$ cat src/rtl/store_monitor_if.sv
// Store-port and trace-readout signals shared by the CPU top and the store monitor.
// The master side drives stores and pop requests; the monitor is the slave.
interface store_monitor_if;
  logic        memwrite;
  logic [31:0] dataadr;
  logic [31:0] writedata;
  logic        rd_req;
  logic        rd_valid;
  logic [31:0] rd_addr;
  logic [31:0] rd_data;

  modport master (
    output memwrite, dataadr, writedata, rd_req,
    input  rd_valid, rd_addr, rd_data
  );

  modport slave (
    input  memwrite, dataadr, writedata, rd_req,
    output rd_valid, rd_addr, rd_data
  );
endinterface

$ cat src/rtl/store_monitor.sv
// Self-check unit on the data-memory write port: pass/fail verdict, timeout detection,
// and a circular trace FIFO of recent stores drained through a request/valid readout.
module store_monitor #(
  parameter logic [31:0] PASS_ADDR   = 32'd84,
  parameter logic [31:0] PASS_DATA   = 32'h00001118,
  parameter logic [31:0] ALLOW_ADDR0 = 32'd80,
  parameter logic [31:0] ALLOW_ADDR1 = 32'h00001107,
  parameter int unsigned DEPTH       = 8,
  parameter int unsigned TIMEOUT     = 1000
) (
  input  logic                       clk,
  input  logic                       reset,
  store_monitor_if.slave             bus,
  output logic [$clog2(DEPTH):0]     trace_count,
  output logic                       overflow,
  output logic                       done,
  output logic                       pass,
  output logic                       fail,
  output logic [1:0]                 fail_code,
  output logic [15:0]                store_count
);

  localparam int unsigned PW  = $clog2(DEPTH);
  localparam int unsigned CW  = PW + 1;
  localparam int unsigned TW  = $clog2(TIMEOUT + 1);

  typedef enum logic [1:0] {StRun, StPass, StFail} state_e;

  state_e          state_q, state_d;
  logic [TW-1:0]   cnt_q, cnt_d;
  logic [1:0]      fail_code_q, fail_code_d;

  logic [PW-1:0]   wr_ptr_q, rd_ptr_q;
  logic [CW-1:0]   count_q;
  logic            overflow_q;
  logic            rd_valid_q;
  logic [31:0]     rd_addr_q, rd_data_q;
  logic [15:0]     store_count_q;
  logic [31:0]     mem_addr [DEPTH];
  logic [31:0]     mem_data [DEPTH];

  logic            push, pop, full;

  assign push = (state_q == StRun) && bus.memwrite;
  assign pop  = bus.rd_req && (count_q != '0);
  assign full = (count_q == CW'(DEPTH));

  always_comb begin
    state_d     = state_q;
    cnt_d       = cnt_q;
    fail_code_d = fail_code_q;
    if (state_q == StRun) begin
      if (bus.memwrite) begin
        // A store always beats a timeout landing in the same cycle.
        cnt_d = '0;
        if (bus.dataadr == PASS_ADDR && bus.writedata == PASS_DATA) begin
          state_d = StPass;
        end else if (!(bus.dataadr == ALLOW_ADDR0 || bus.dataadr == ALLOW_ADDR1)) begin
          state_d     = StFail;
          fail_code_d = 2'd1;
        end
      end else if (cnt_q == TW'(TIMEOUT - 1)) begin
        state_d     = StFail;
        fail_code_d = 2'd2;
      end else begin
        cnt_d = cnt_q + TW'(1);
      end
    end
  end

  always_ff @(posedge clk) begin
    if (reset) begin
      state_q     <= StRun;
      cnt_q       <= '0;
      fail_code_q <= 2'd0;
    end else begin
      state_q     <= state_d;
      cnt_q       <= cnt_d;
      fail_code_q <= fail_code_d;
    end
  end

  always_ff @(posedge clk) begin
    if (reset) begin
      wr_ptr_q      <= '0;
      rd_ptr_q      <= '0;
      count_q       <= '0;
      overflow_q    <= 1'b0;
      rd_valid_q    <= 1'b0;
      rd_addr_q     <= '0;
      rd_data_q     <= '0;
      store_count_q <= '0;
    end else begin
      rd_valid_q <= pop;
      if (pop) begin
        rd_addr_q <= mem_addr[rd_ptr_q];
        rd_data_q <= mem_data[rd_ptr_q];
      end
      if (push) begin
        wr_ptr_q <= wr_ptr_q + PW'(1);
      end
      // Full push without pop overwrites the oldest, so the read side must skip it.
      if (pop || (push && full)) begin
        rd_ptr_q <= rd_ptr_q + PW'(1);
      end
      if (push && !pop && !full) begin
        count_q <= count_q + CW'(1);
      end else if (pop && !push) begin
        count_q <= count_q - CW'(1);
      end
      if (push && full && !pop) begin
        overflow_q <= 1'b1;
      end
      if (push && store_count_q != 16'hFFFF) begin
        store_count_q <= store_count_q + 16'd1;
      end
    end
  end

  always_ff @(posedge clk) begin
    if (!reset && push) begin
      mem_addr[wr_ptr_q] <= bus.dataadr;
      mem_data[wr_ptr_q] <= bus.writedata;
    end
  end

  assign bus.rd_valid = rd_valid_q;
  assign bus.rd_addr  = rd_addr_q;
  assign bus.rd_data  = rd_data_q;
  assign trace_count  = count_q;
  assign overflow     = overflow_q;
  assign pass         = (state_q == StPass);
  assign fail         = (state_q == StFail);
  assign done         = pass | fail;
  assign fail_code    = fail_code_q;
  assign store_count  = store_count_q;

endmodule

$ cat src/flat_wrapper.sv
// flat-port wrapper written by rule: the top's interface ports become plain ports
module store_monitor_flat 
#(
  parameter logic [31:0] PASS_ADDR   = 32'd84,
  parameter logic [31:0] PASS_DATA   = 32'h00001118,
  parameter logic [31:0] ALLOW_ADDR0 = 32'd80,
  parameter logic [31:0] ALLOW_ADDR1 = 32'h00001107,
  parameter int unsigned DEPTH       = 8,
  parameter int unsigned TIMEOUT     = 1000
)
  (clk, reset, trace_count, overflow, done, pass, fail, fail_code, store_count, bus_memwrite, bus_dataadr, bus_writedata, bus_rd_req, bus_rd_valid, bus_rd_addr, bus_rd_data);
  store_monitor_if bus_i ();
  input  logic clk;
  input  logic reset;
  output logic [$clog2(DEPTH):0] trace_count;
  output logic overflow;
  output logic done;
  output logic pass;
  output logic fail;
  output logic [1:0] fail_code;
  output logic [15:0] store_count;
  input wire logic [$bits(bus_i.memwrite)-1:0] bus_memwrite;
  input wire logic [$bits(bus_i.dataadr)-1:0] bus_dataadr;
  input wire logic [$bits(bus_i.writedata)-1:0] bus_writedata;
  input wire logic [$bits(bus_i.rd_req)-1:0] bus_rd_req;
  output wire logic [$bits(bus_i.rd_valid)-1:0] bus_rd_valid;
  output wire logic [$bits(bus_i.rd_addr)-1:0] bus_rd_addr;
  output wire logic [$bits(bus_i.rd_data)-1:0] bus_rd_data;
  assign bus_i.memwrite = bus_memwrite;
  assign bus_i.dataadr = bus_dataadr;
  assign bus_i.writedata = bus_writedata;
  assign bus_i.rd_req = bus_rd_req;
  assign bus_rd_valid = bus_i.rd_valid;
  assign bus_rd_addr = bus_i.rd_addr;
  assign bus_rd_data = bus_i.rd_data;
  store_monitor #(.PASS_ADDR(PASS_ADDR), .PASS_DATA(PASS_DATA), .ALLOW_ADDR0(ALLOW_ADDR0), .ALLOW_ADDR1(ALLOW_ADDR1), .DEPTH(DEPTH), .TIMEOUT(TIMEOUT)) u_core (.clk(clk), .reset(reset), .bus(bus_i), .trace_count(trace_count), .overflow(overflow), .done(done), .pass(pass), .fail(fail), .fail_code(fail_code), .store_count(store_count));
endmodule
$ cat config.mk
export PLATFORM = sky130hd
export DESIGN_NAME = store_monitor_flat
export DESIGN_NICKNAME = d
export VERILOG_FILES = /design/src/rtl/store_monitor_if.sv /design/src/rtl/store_monitor.sv /design/src/flat_wrapper.sv
export SDC_FILE = /design/constraint.sdc
export NUM_CORES = 1
export LEC_CHECK = 0
export ABC_AREA = 1
export CORE_MARGIN = 5
export CORE_UTILIZATION = 59
export DETAILED_ROUTE_END_ITERATION = 6
export PLACE_DENSITY = 0.79
export SETUP_SLACK_MARGIN = 0.4
export SYNTH_ARGS = -nofsm -noshare
export SYNTH_HDL_FRONTEND = slang
export SYNTH_SLANG_ARGS = --single-unit
$ cat constraint.sdc
create_clock -name clk -period 5 [get_ports clk]
set_input_delay 1 -clock clk [delete_from_list [all_inputs] [get_ports clk]]
set_output_delay 1 -clock clk [all_outputs]
set_load 0.01 [all_outputs]
# Yosys cells after proc, flatten, opt, wreduce, memory -nomap -nowiden
# Memories as Yosys holds them, arrays and structs flattened. A register that Yosys moved wholly into a read port is not among the register bits.
# Index checks and enable logic that the tools add are counted.
[totals]
reg_bits = 42
ram_bits = 512
input_bits = 68
out_inout_bits = 91
wordCells = 67
n_memories = 2
[memory_table]
columns = ["name", "depth", "width", "read_ports", "rd_clocked_by_memory_dff", "write_ports", "line_no", "source"]
rows = [
  ["u_core.mem_addr", 8, 32, 1, 1, 1, "store_monitor.sv:39", "logic [31:0] mem_addr [DEPTH];"],
  ["u_core.mem_data", 8, 32, 1, 1, 1, "store_monitor.sv:40", "logic [31:0] mem_data [DEPTH];"],
]
[classes]
add_sub_neg = 6
eq_ne = 13
n_mux = 13
n_bitwise = 1
reduce_logical = 23
[ops]
columns = ["cell", "count"]
rows = [
  ["$eq A32 B13 Y1 const B", 2],
  ["$eq A32 B7 Y1 const B", 2],
  ["$mux W10", 2],
  ["$add A16 B1 Y16 const B", 1],
  ["$ne A16 B16 Y1 const B", 1],
  ["$mux W2", 7],
  ["$add A10 B1 Y10 const B", 1],
  ["$eq A10 B10 Y1 const B", 1],
  ["$logic_and A1 B1 Y1", 10],
  ["$mux W4", 2],
  ["$add A3 B1 Y3 const B", 2],
  ["$ne A2 B2 Y1 const B", 3],
  ["$add A4 B1 Y4 const B", 1],
  ["$eq A4 B4 Y1 const B", 1],
  ["$logic_not A1 Y1", 4],
  ["$reduce_and A4 Y1", 1],
  ["$reduce_bool A2 Y1", 2],
  ["$reduce_bool A4 Y1", 1],
  ["$sub A4 B1 Y4 const B", 1],
  ["$ne A3 B2 Y1 const B", 1],
  ["$reduce_and A3 Y1", 1],
  ["$eq A2 B1 Y1 const B", 1],
  ["$eq A2 B2 Y1 const B", 1],
  ["$logic_not A2 Y1", 1],
  ["other kinds (4)", 6],
]

# Depth between registers and ports, before layout
# Gate-level depths: netlist of run 1.
[logic_depth]
ltp_word = 6
depth_mapped = 14
depth_no_buf = 14

# Worst setup path before layout of run 1
# No wires, ideal clock.
[synth_timing]
path_type = "input to register"
startpoint = "input port bus_memwrite"
endpoint = "memory u_core.mem_addr[0][0] (enable)"
setup_ns = 0.486
arrival_time_ns = 4.067
required_time_ns = 4.514
slack_ns = 0.447
cell_stages = 4
n_path_buf = 0
cell_sequence = "nand2_1 nor2_1 nand2_1 nor2_1"
[synth_between]
elab_chain_len = 4
[synth_rtl]
columns = ["element", "line_no", "source"]
rows = [
  ["start: declaration", "flat_wrapper.sv:22", "input wire logic [$bits(bus_i.memwrite)-1:0] bus_memwrite;"],
  ["$logic_and A1 B1 Y1", "store_monitor.sv:44", "assign push = (state_q == StRun) && bus.memwrite;"],
  ["$logic_and A1 B1 Y1", "store_monitor.sv:121", "if (!reset && push) begin"],
  ["$mux W1", "store_monitor.sv:121", ""],
  ["$mux W1 (not written as such)", "store_monitor.sv:122", "mem_addr[wr_ptr_q] <= bus.dataadr;"],
  ["end: declaration", "store_monitor.sv:39", ""],
]
# Every way passes these cells.

# Final worst setup path of run 1
[layout_timing]
startpoint = "input port bus_memwrite"
endpoint = "memory u_core.mem_addr[6][22] (enable)"
# The elaborated chain is that of the path after synthesis.

==> results.md, run 1 <==
- Status: completed
- Root Driver: clkbuf_16
- Max-cap violation count: 0
- Final Cycle Share: 0.605
- Fmax: 0.330 GHz
- Syn Inst Count: 1942
- Sum Neg Setup Slack: 0 ns
- Post-CTS Setup Bufs: 0
- CTS tree: done
- Count of different cell masters after synthesis: 34
- CTS Sinks: 618
- Die height: 212 um
- Comb pwr share: 0.231
- CTS Buf Count: 58
- DRC Markers: 0
- Fin. Hold Viols: 0
- Worst hold path type: reg2reg
- Commonest cells after routing, fill and taps aside: edfxtp_1 (512), nor2_1 (340), o21ai_0 (297)
- Switch share: 0.304
- DRT antenna net count: 0
- GR Util met2: 0.411
- Critical R2R Launch: u_core.rd_ptr_q[0]
- Crit Path Category: in2reg
- # hold bufs at CTS: 0
- Vias: 16100
- Area leader, netlist: edfxtp_1
- Yosys top cell area share: 0.636
- Critical Path RT: 5.29 ns
- HPWL Detailed: 31.7 mm
- Crit start category: input pin
- Fraction of layout instances using a drive strength above 1: 0.0691
- Post-Syn Area: 24200 um^2
- GR Util met3: 0.0459
- Hold path start: u_core.cnt_q[8]
- Antenna Cells: 0
- Clock latency on the worst-skew pair: 0.62 ns
- Most Crowded Layer GR: met2
- Initial core utilization: 0.595
- Setup Viol. Count Final: 0
- Fill count: 2694
- RSZ-0062 raised after global routing: false
- CP cell instances: clkdlybuf4s50_1, nand2_1, nor2_1, nand2_1, nor2_4, buf_12
- Die ar.: 45100 um^2
- Sequential area share after synthesis: 0.724
- Worst Tran Pin Value: 1.25 ns
- Rel. slew slack: 0.166
- WL final: 56.2 mm
- FP Rows: 74
- Worst-case clock buffer depth: 3
- Largest net degree at the start of global routing: 169
- P&R area growth vs syn: 15.4%
- Final GP Congestion: 0.842
- Psw: 4.17 mW
- Post_cts resized: 0
- Yosys warning count: 0
- Max Slew Vio Count: 0
- I/O pins: 159
- First-pass GRT wire length: 86.3 mm
- Wirelength per Cell: 21.2 um
- Syn_area_per_cell: 12.5 um^2
- Pre-CTS setup slack: 1.41 ns
- Most common cell after layout, fill and taps aside: edfxtp_1
- Clock network power share: 0.325
- Worst Skew: 0.0203 ns
- Yosys reg bits: 618
- PwrDens: 491 nW/um^2
- Clock transition at path regs: 0.06 ns
- Static leakage: 9.29 nW
- Worst endpoint data arrival time: 3.32 ns
- GRT overflow: 0
- M1 GR Usage: 0.324
- Top cells by area, synth: edfxtp_1 (64%), dfxtp_1 (8.8%), o21ai_0 (6.1%)
- Total track usage: 0.244
- Flop pwr share: 0.444
- Core ar.: 40600 um^2
- 1st-iter DRT viols: 1820
- Die Width: 212 um
- Final WS setup: 1.97 ns
- Initial antenna violation count: 1
- Worst path max stage delay: 0.74 ns
- Design internal power: 9.54 mW
- Critical path's slowest cell: nor2_4
- Vias in the first global route: 16000
- Nets: 2143
- Most frequent CP cell: nand2_1
- Post-layout min period: 3.03 ns
- H-tree depth: 2
- Critical Path Start: bus_memwrite
- Critical Path Fanout Max: 35
- VDD IR max: 0.000327 V
- Mapped Nets: 2020
- Vias per cell: 6.07
- CP Capture Type: flop
- Pre-Repair DR Iteration Count: 7
- I/O Buffers: 158
==> power groups by stage <==
stage | Sequential [mW] | Clock, mW | Combinational [mW]
2_1_floorplan | 6.19 | 0 | 2.07
3_3_place_gp | 6.18 | 0 | 3.01
3_5_place_dp | 6.19 | 0 | 3.14
4_1_cts | 6.08 | 4.48 | 3.16
5_1_grt | 6.12 | 4.72 | 3.47
6_report | 6.09 | 4.45 | 3.16
==> layer usage <==
layer	share of wire	wire, um	vias to the layer above
met1	0.39	22000	7849
met5	0.00023	13	-
met2	0.49	27700	686
met3	0.084	4690	124
met4	0.032	1820	2
li1	-	-	7390
==> metrics by stage <==
step           total power [mW]  hold WS, ns  cell area [um^2]  cells   util
6_report                   13.7        0.453             27900   2646  0.687
5_1_grt                    14.3        0.489             27900   2646  0.687
4_1_cts                    13.7        0.455             27900   2646  0.687
3_5_place_dp               9.32        0.446             26000   2537  0.639
3_3_place_gp               9.19        0.439             26000   2537  0.639
2_1_floorplan              8.26        0.428             24200   1942      -
==> layout make-up <==
type                       instances  area, um^2  area share
clock inverter                    37         379      0.0136
inverter                          59         230     0.00825
multi-input combinational       1142        5750       0.206
timing repair buffer             186        1830      0.0655
clock buffer                      72        1560      0.0557
tap                              532         666      0.0238
sequential                       618       17500       0.627
==> synthesized netlist by cell type <==
| cell type | n |
|---|---|
| dfxtp_1 | 106 |
| nand3b_1 | 2 |
| o21ai_1 | 44 |
| ha_1 | 9 |
| o221ai_1 | 128 |
| nor3_2 | 1 |
| clkbuf_2 | 7 |
| buf_6 | 27 |
| nand2_1 | 165 |
| clkbuf_1 | 59 |
| nand4_1 | 7 |
| inv_1 | 51 |
| xnor2_1 | 2 |
| nand2_2 | 3 |
| a211oi_1 | 1 |
| fa_1 | 1 |
| clkinv_1 | 1 |
| a31oi_1 | 1 |
| nand3_1 | 25 |
| clkbuf_4 | 1 |
| o21ai_0 | 297 |
| nor3_4 | 1 |
| buf_4 | 14 |
| edfxtp_1 | 512 |
| or2_2 | 1 |
| buf_2 | 13 |
| buf_8 | 2 |
| nor3b_1 | 1 |
| inv_6 | 1 |
| a21oi_1 | 91 |
| inv_2 | 6 |
| nor3_1 | 13 |
| o21a_1 | 1 |
| nor2_1 | 348 |
==> worst paths after layout <==
path | end | depth (start not counted) | slack [ns]
worst max-delay path | u_core.mem_addr[6][22] | 6 | 1.97
worst min-delay path | u_core.cnt_q[8] | 2 | 0.45
worst max register to register | u_core.bus.rd_data[7] | 6 | 1.98
worst min register to register | u_core.cnt_q[8] | 2 | 0.45
==> flip-flops by register name (all words and copies together) (netlist names) <==
| name | flops |
|---|---|
| u_core.trace_count | 4 |
| u_core.mem_data | 256 |
| u_core.rd_ptr_q | 3 |
| u_core.bus.rd_data | 32 |
| u_core.bus.rd_valid | 1 |
| u_core.mem_addr | 256 |
| u_core.overflow | 1 |
| u_core.state_q | 2 |
| u_core.wr_ptr_q | 3 |
| u_core.store_count | 16 |
| u_core.cnt_q | 10 |
| u_core.fail_code | 2 |
| u_core.bus.rd_addr | 32 |
==> critical path: cells and delay by family <==
family	cells	cell delay, ns
simple gates	4	1.43
buf+inv	2	0.86
==> logic make-up after synthesis <==
kind of cell / share of synthesized area
compound gates: 0.137
xor+xnor: 0.000725
fa+ha+maj: 0.00549
simple gates: 0.0924
buf+inv: 0.0411
flops: 0.724
Note: power is estimated with default switching activity, not from simulation.
==> inputs of run 2 (changes only) <==
- CORE_UTILIZATION: 59 -> 53
- PLACE_DENSITY: 0.79 -> 0.75
- clock period: 5 -> 2.75 ns (I/O delays scaled with it)
==> run 2 against run 1 <==
  * Hold slack better by 0.0070 ns
  * Clock skew is 0.0027 ns lower
  * Die area up 11%
  * Critical path type is now reg2out
  * Largest power group unchanged
==> results.md, run 2 (same netlist as run 1, synthesis figures left out) <==
- Wirelength per Cell: 21.5 um
- Pre-Repair DR Iteration Count: 7
- Regs by FF count: u_core.mem_addr (256), u_core.mem_data (256)
- CTS Sinks: 618
- DRT antenna net count: 0
- Critical Path RT: 2.20 ns
- Post-route design area: 28600 um^2
- Sum Neg Setup Slack: 0 ns
- Worst hold path type: reg2reg
- Sequential cell area in the final layout: 17500 um^2
- WL final: 59.3 mm
- P&R area growth vs syn: 18.3%
- Worst-case clock buffer depth: 3
- HPWL Detailed: 34.4 mm
- CTS Buf Count: 59
- Setup Viol. Count Final: 0
- Buf/Inv on CP: 1
- Worst endpoint data arrival time: 1.70 ns
- Most common cell after layout, fill and taps aside: edfxtp_1
- Vias in the first global route: 16400
- Core ar.: 45300 um^2
- Fill count: 3299
- Multi-input combinational cell area: 5780 um^2
- Fin. Hold Viols: 0
- CTS tree: done
- Largest net degree at the start of global routing: 135
- WHS: 0.460 ns
- Static leakage: 9.57 nW
- Cell Area, Placed: 26700 um^2
- Die height: 224 um
- Max-cap violation count: 0
- Final Cycle Share: 0.819
- Crit start category: flop
- H-tree depth: 2
- Initial core utilization: 0.534
- RSZ-0062 raised after global routing: false
- VDD IR max: 0.000644 V
- Clock latency on the worst-skew pair: 0.63 ns
- Vias per cell: 5.91
- CP cell instances: clkdlybuf4s50_1
- Family with the most delay on the worst path: buffers and inverters
- Vias: 16300
- Root Driver: clkbuf_16
- FP Rows: 78
- Worst path max stage delay: 0.63 ns
- Post-CTS Setup Bufs: 0
- Die Width: 224 um
- Die ar.: 50000 um^2
- Worst Skew: 0.0176 ns
- Worst Tran Pin Value: 0.702 ns
- Fmax: 0.444 GHz
- PwrDens: 877 nW/um^2
- First-pass GRT wire length: 91.1 mm
- GRT overflow: 0
- Nets: 2179
- Commonest cells after routing, fill and taps aside: edfxtp_1 (512), nor2_1 (339), o21ai_0 (297)
- Clock transition at path regs: 0.06 ns
- Final GP Congestion: 0.856
- Critical Path Fanout Max: 5
- Critical path's slowest cell: clkdlybuf4s50_1
- Post-layout min period: 2.25 ns
- I/O Buffers: 158
- Status: completed
- Total track usage: 0.230
- Max Slew Vio Count: 0
- CP Capture Type: primary output
- DRC Markers: 0
- Crit Path Category: reg2out
- # hold bufs at CTS: 0
- Post_cts resized: 3
- Fraction of layout instances using a drive strength above 1: 0.0860
- Rel. slew slack: 0.532
- I/O pins: 159
- Initial antenna violation count: 5
- 1st-iter DRT viols: 1761
run 2: changes by cell type in the layout (fill, tap and decap cells not counted), moves of 4 or more:
cell / previous run / this run
buf_12: 3 / 27
buf_4: 25 / 36
clkbuf_1: 10 / 19
clkinv_1: 9 / 4
clkbuf_8: 3 / 7
run 2: report_power, final:
part / leakage [nW] / switching [mW] / total (mW) / internal (mW)
Combinational: 3.14 / 3.92 / 6.10 / 2.18
Clock: 0.942 / 3.47 / 8.04 / 4.56
Sequential: 5.49 / 0.304 / 10.9 / 10.6
Total: 9.57 / 7.70 / 25.1 / 17.4
run 2: worst paths after layout:
| kind | from | end | slack (ns) | cells past startpoint |
|---|---|---|---|---|
| setup / recovery | u_core.trace_count[1] | trace_count[1] | 0.50 | 1 |
| hold / removal | u_core.cnt_q[8] | u_core.cnt_q[8] | 0.46 | 2 |
| setup reg to reg | u_core.state_q[1] | u_core.trace_count[3] | 0.68 | 13 |
| hold reg to reg | u_core.cnt_q[8] | u_core.cnt_q[8] | 0.46 | 2 |
run 2: layer usage:
metal	vias to the layer above	global-route usage	share of wire
li1	7470	-	-
met1	8038	0.305	0.41
met2	628	0.385	0.49
met3	118	0.0502	0.074
met4	8	0.0711	0.025
met5	-	0	0.00079
run 2: layout make-up:
class / instances / area share
clock buffer: 85 / 0.0575
inverter: 59 / 0.00805
timing repair buffer: 221 / 0.0835
multi-input combinational: 1142 / 0.202
clock inverter: 27 / 0.0102
tap: 600 / 0.0263
antenna: 1 / 0.0000875
sequential: 618 / 0.612
run 2: stage by stage:
step	util	setup WS [ns]	std cells	power, mW
6_report	0.631	0.498	2753	25.1
5_1_grt	0.631	0.416	2753	26.2
4_1_cts	0.631	0.455	2752	25.2
3_5_place_dp	0.589	0.240	2640	17.2
3_3_place_gp	0.589	0.291	2640	17.0
2_1_floorplan	-	0.407	1942	15.0
==> inputs of run 3 (changes only) <==
- CORE_UTILIZATION: 53 -> 59
- PLACE_DENSITY: 0.75 -> 0.79
- clock period: 2.75 -> 2.2 ns (I/O delays scaled with it)
==> run 3 against run 2 <==
  * Routed wire length is 39% higher
  * Combinational power increased by 46%
  * Non-clock buffer count up 158
  * Critical path type is now in2reg
  * Largest power group unchanged
  * Highest routed layer is now met4
==> results.md, run 3 (same netlist as run 1, synthesis figures left out) <==
- Status: completed
- Core ar.: 40600 um^2
- CTS tree: done
- Setup Viol. Count Final: 0
- Commonest cells after routing, fill and taps aside: edfxtp_1 (512), nor2_1 (333), o21ai_0 (297)
- Worst Skew: 0.0360 ns
- Post-layout min period: 2.10 ns
- Final WS setup: 0.0979 ns
- Fin. Hold Viols: 0
- FP Rows: 74
- Regs by FF count: u_core.mem_addr (256), u_core.mem_data (256)
- H-tree depth: 2
- Largest net degree at the start of global routing: 91
- Clock transition at path regs: 0.06 ns
- Cell Area, Placed: 27100 um^2
- Worst hold path type: reg2reg
- Post-route design area: 31400 um^2
- Flop pwr share: 0.411
- R2R setup slack: 0.11 ns
- Final GP Congestion: 0.851
- DRC Markers: 0
- Fraction of layout instances using a drive strength above 1: 0.167
- Comb pwr share: 0.266
- Most frequent CP cell: nand4_1
- Vias per cell: 6.80
- I/O Buffers: 158
- Clock latency on the worst-skew pair: 0.64 ns
- Critical R2R Launch: u_core.state_q[0]
- Static leakage: 11.2 nW
- Most common cell after layout, fill and taps aside: edfxtp_1
- Worst endpoint data arrival time: 2.62 ns
- I/O pins: 159
- R2R cell count: 10
- GRT overflow: 0
- Worst-case clock buffer depth: 3
- Worst r2r dst: u_core.mem_addr[5][20]
- CP Capture Type: flop
- Switch share: 0.328
- Sum Neg Setup Slack: 0 ns
- Pre-Repair DR Iteration Count: 7
- Critical Path RT: 2.72 ns
- Design internal power: 22.6 mW
- P&R area growth vs syn: 29.7%
- Worst Tran Pin Value: 0.584 ns
- VDD IR max: 0.000824 V
- Critical Path Start: bus_dataadr[15]
- First-pass GRT wire length: 98.6 mm
- Fmax: 0.476 GHz
- Die height: 212 um
- Nets: 2337
- # hold bufs at CTS: 0
- Die ar.: 45100 um^2
- Crit start category: input pin
- Pre-CTS setup slack: -0.303 ns
- Critical Path Fanout Max: 2
- Psw: 11.0 mW
- Root Driver: clkbuf_16
- RSZ-0062 raised after global routing: true
- Max-cap violation count: 0
- Final Cycle Share: 0.955
- Antenna Cells: 0
- CP endpoint: u_core.state_q[0]
- Total track usage: 0.285
- CP cell instances: clkdlybuf4s50_1, inv_1, nand2_1, nor2_4, nand4_1, nor2_1, nand4_1, a21oi_1
- 1st-iter DRT viols: 3422
- Initial antenna violation count: 0
- Wirelength per Cell: 28.9 um
- CTS Buf Count: 59
- Fill count: 2077
- Critical path depth in cells: 8
- PwrDens: 1070 nW/um^2
- Buf/Inv on CP: 2
- Worst path max stage delay: 0.60 ns
- Max Slew Vio Count: 0
- CTS Sinks: 618
- Vias: 19300
- DRT antenna net count: 0
- Crit Path Category: in2reg
- Rel. slew slack: 0.611
- Clock network power share: 0.323
- Initial core utilization: 0.595
- WL final: 82.2 mm
- Vias in the first global route: 17300
- HPWL Detailed: 34.9 mm
- Die Width: 212 um
- Family with the most delay on the worst path: simple AND/OR/NAND/NOR gates
- Critical path's slowest cell: clkdlybuf4s50_1
run 3: cell types whose count changed in the layout (fill, tap and decap cells not counted), sizes merged:
cell / delta
buf: +128
bufinv: +1
clkbuf: +45
clkdlybuf4s15: +3
clkdlybuf4s50: -88
clkinv: -7
clkinvlp: -2
diode: -1
dlygate4sd2: +79
inv: -1
run 3: worst min-delay path by stage:
| stage | start | to | cells after the start |
|---|---|---|---|
| 5_1_grt | u_core.cnt_q[8] | u_core.cnt_q[8] | 2 |
| 3_5_place_dp | u_core.cnt_q[8] | u_core.cnt_q[8] | 2 |
| 3_3_place_gp | u_core.cnt_q[8] | u_core.cnt_q[8] | 2 |
| 6_report | u_core.cnt_q[8] | u_core.cnt_q[8] | 2 |
| 4_1_cts | u_core.cnt_q[8] | u_core.cnt_q[8] | 2 |
| 2_1_floorplan | u_core.cnt_q[8] | u_core.cnt_q[8] | 2 |
run 3: power by group through the flow:
stage                     clock network, mW  registers, mW  logic (mW)
final                                  10.8           13.8        8.93
after global routing                   11.3           13.9        9.43
after CTS                              10.5           13.7        7.58
after detailed placement                  0           14.0        7.73
after global placement                    0           13.9        7.45
after floorplan                           0           14.1        4.74
run 3: timing repair:
| action | 4_1_cts | 5_1_grt |
|---|---|---|
| resized for setup | 142 | 110 |
| setup endpoints to repair | 267 | 578 |
| cloned | 15 | 41 |
| pin swaps | 7 | 10 |
| buffers inserted | 24 | 17 |
| hold endpoints to repair | 0 | 0 |
run 3: worst register-to-register path, cell delays in order (launching register included):
cell and delay [ns]:
dfxtp_2 0.33, inv_2 0.09, ha_4 0.16, nand2_4 0.06, nor2_4 0.20, buf_6 0.16, nand2_8 0.08, nor2_4 0.27
buf_12 0.21, buf_12 0.13, buf_16 0.13
run 3: area by class of cell:
type	instances	area, um^2	area share
Timing Repair Buffer	379	4940	0.158
Clock buffer	94	1810	0.0577
Inverter	59	241	0.00770
Clock inverter	18	229	0.00730
Sequential cell	618	17500	0.559
Tap cell	532	666	0.0212
Multi-Input combinational cell	1142	5950	0.190
run 3: metrics by stage:
stage	std cells	total power [mW]	utilization	hold WS (ns)
6_report	2842	33.6	0.771	0.466
5_1_grt	2842	34.6	0.771	0.491
4_1_cts	2784	31.9	0.735	0.466
3_5_place_dp	2633	21.7	0.667	0.458
3_3_place_gp	2633	21.4	0.667	0.439
2_1_floorplan	1942	18.8	-	0.428
run 3: metal layers:
layer | GRT usage | up-vias | share of wire
li1 | - | 7824 | -
met1 | 0.384 | 9108 | 0.32
met2 | 0.461 | 1983 | 0.46
met3 | 0.0511 | 418 | 0.14
met4 | 0.126 | 0 | 0.069
met5 | 0 | - | 0
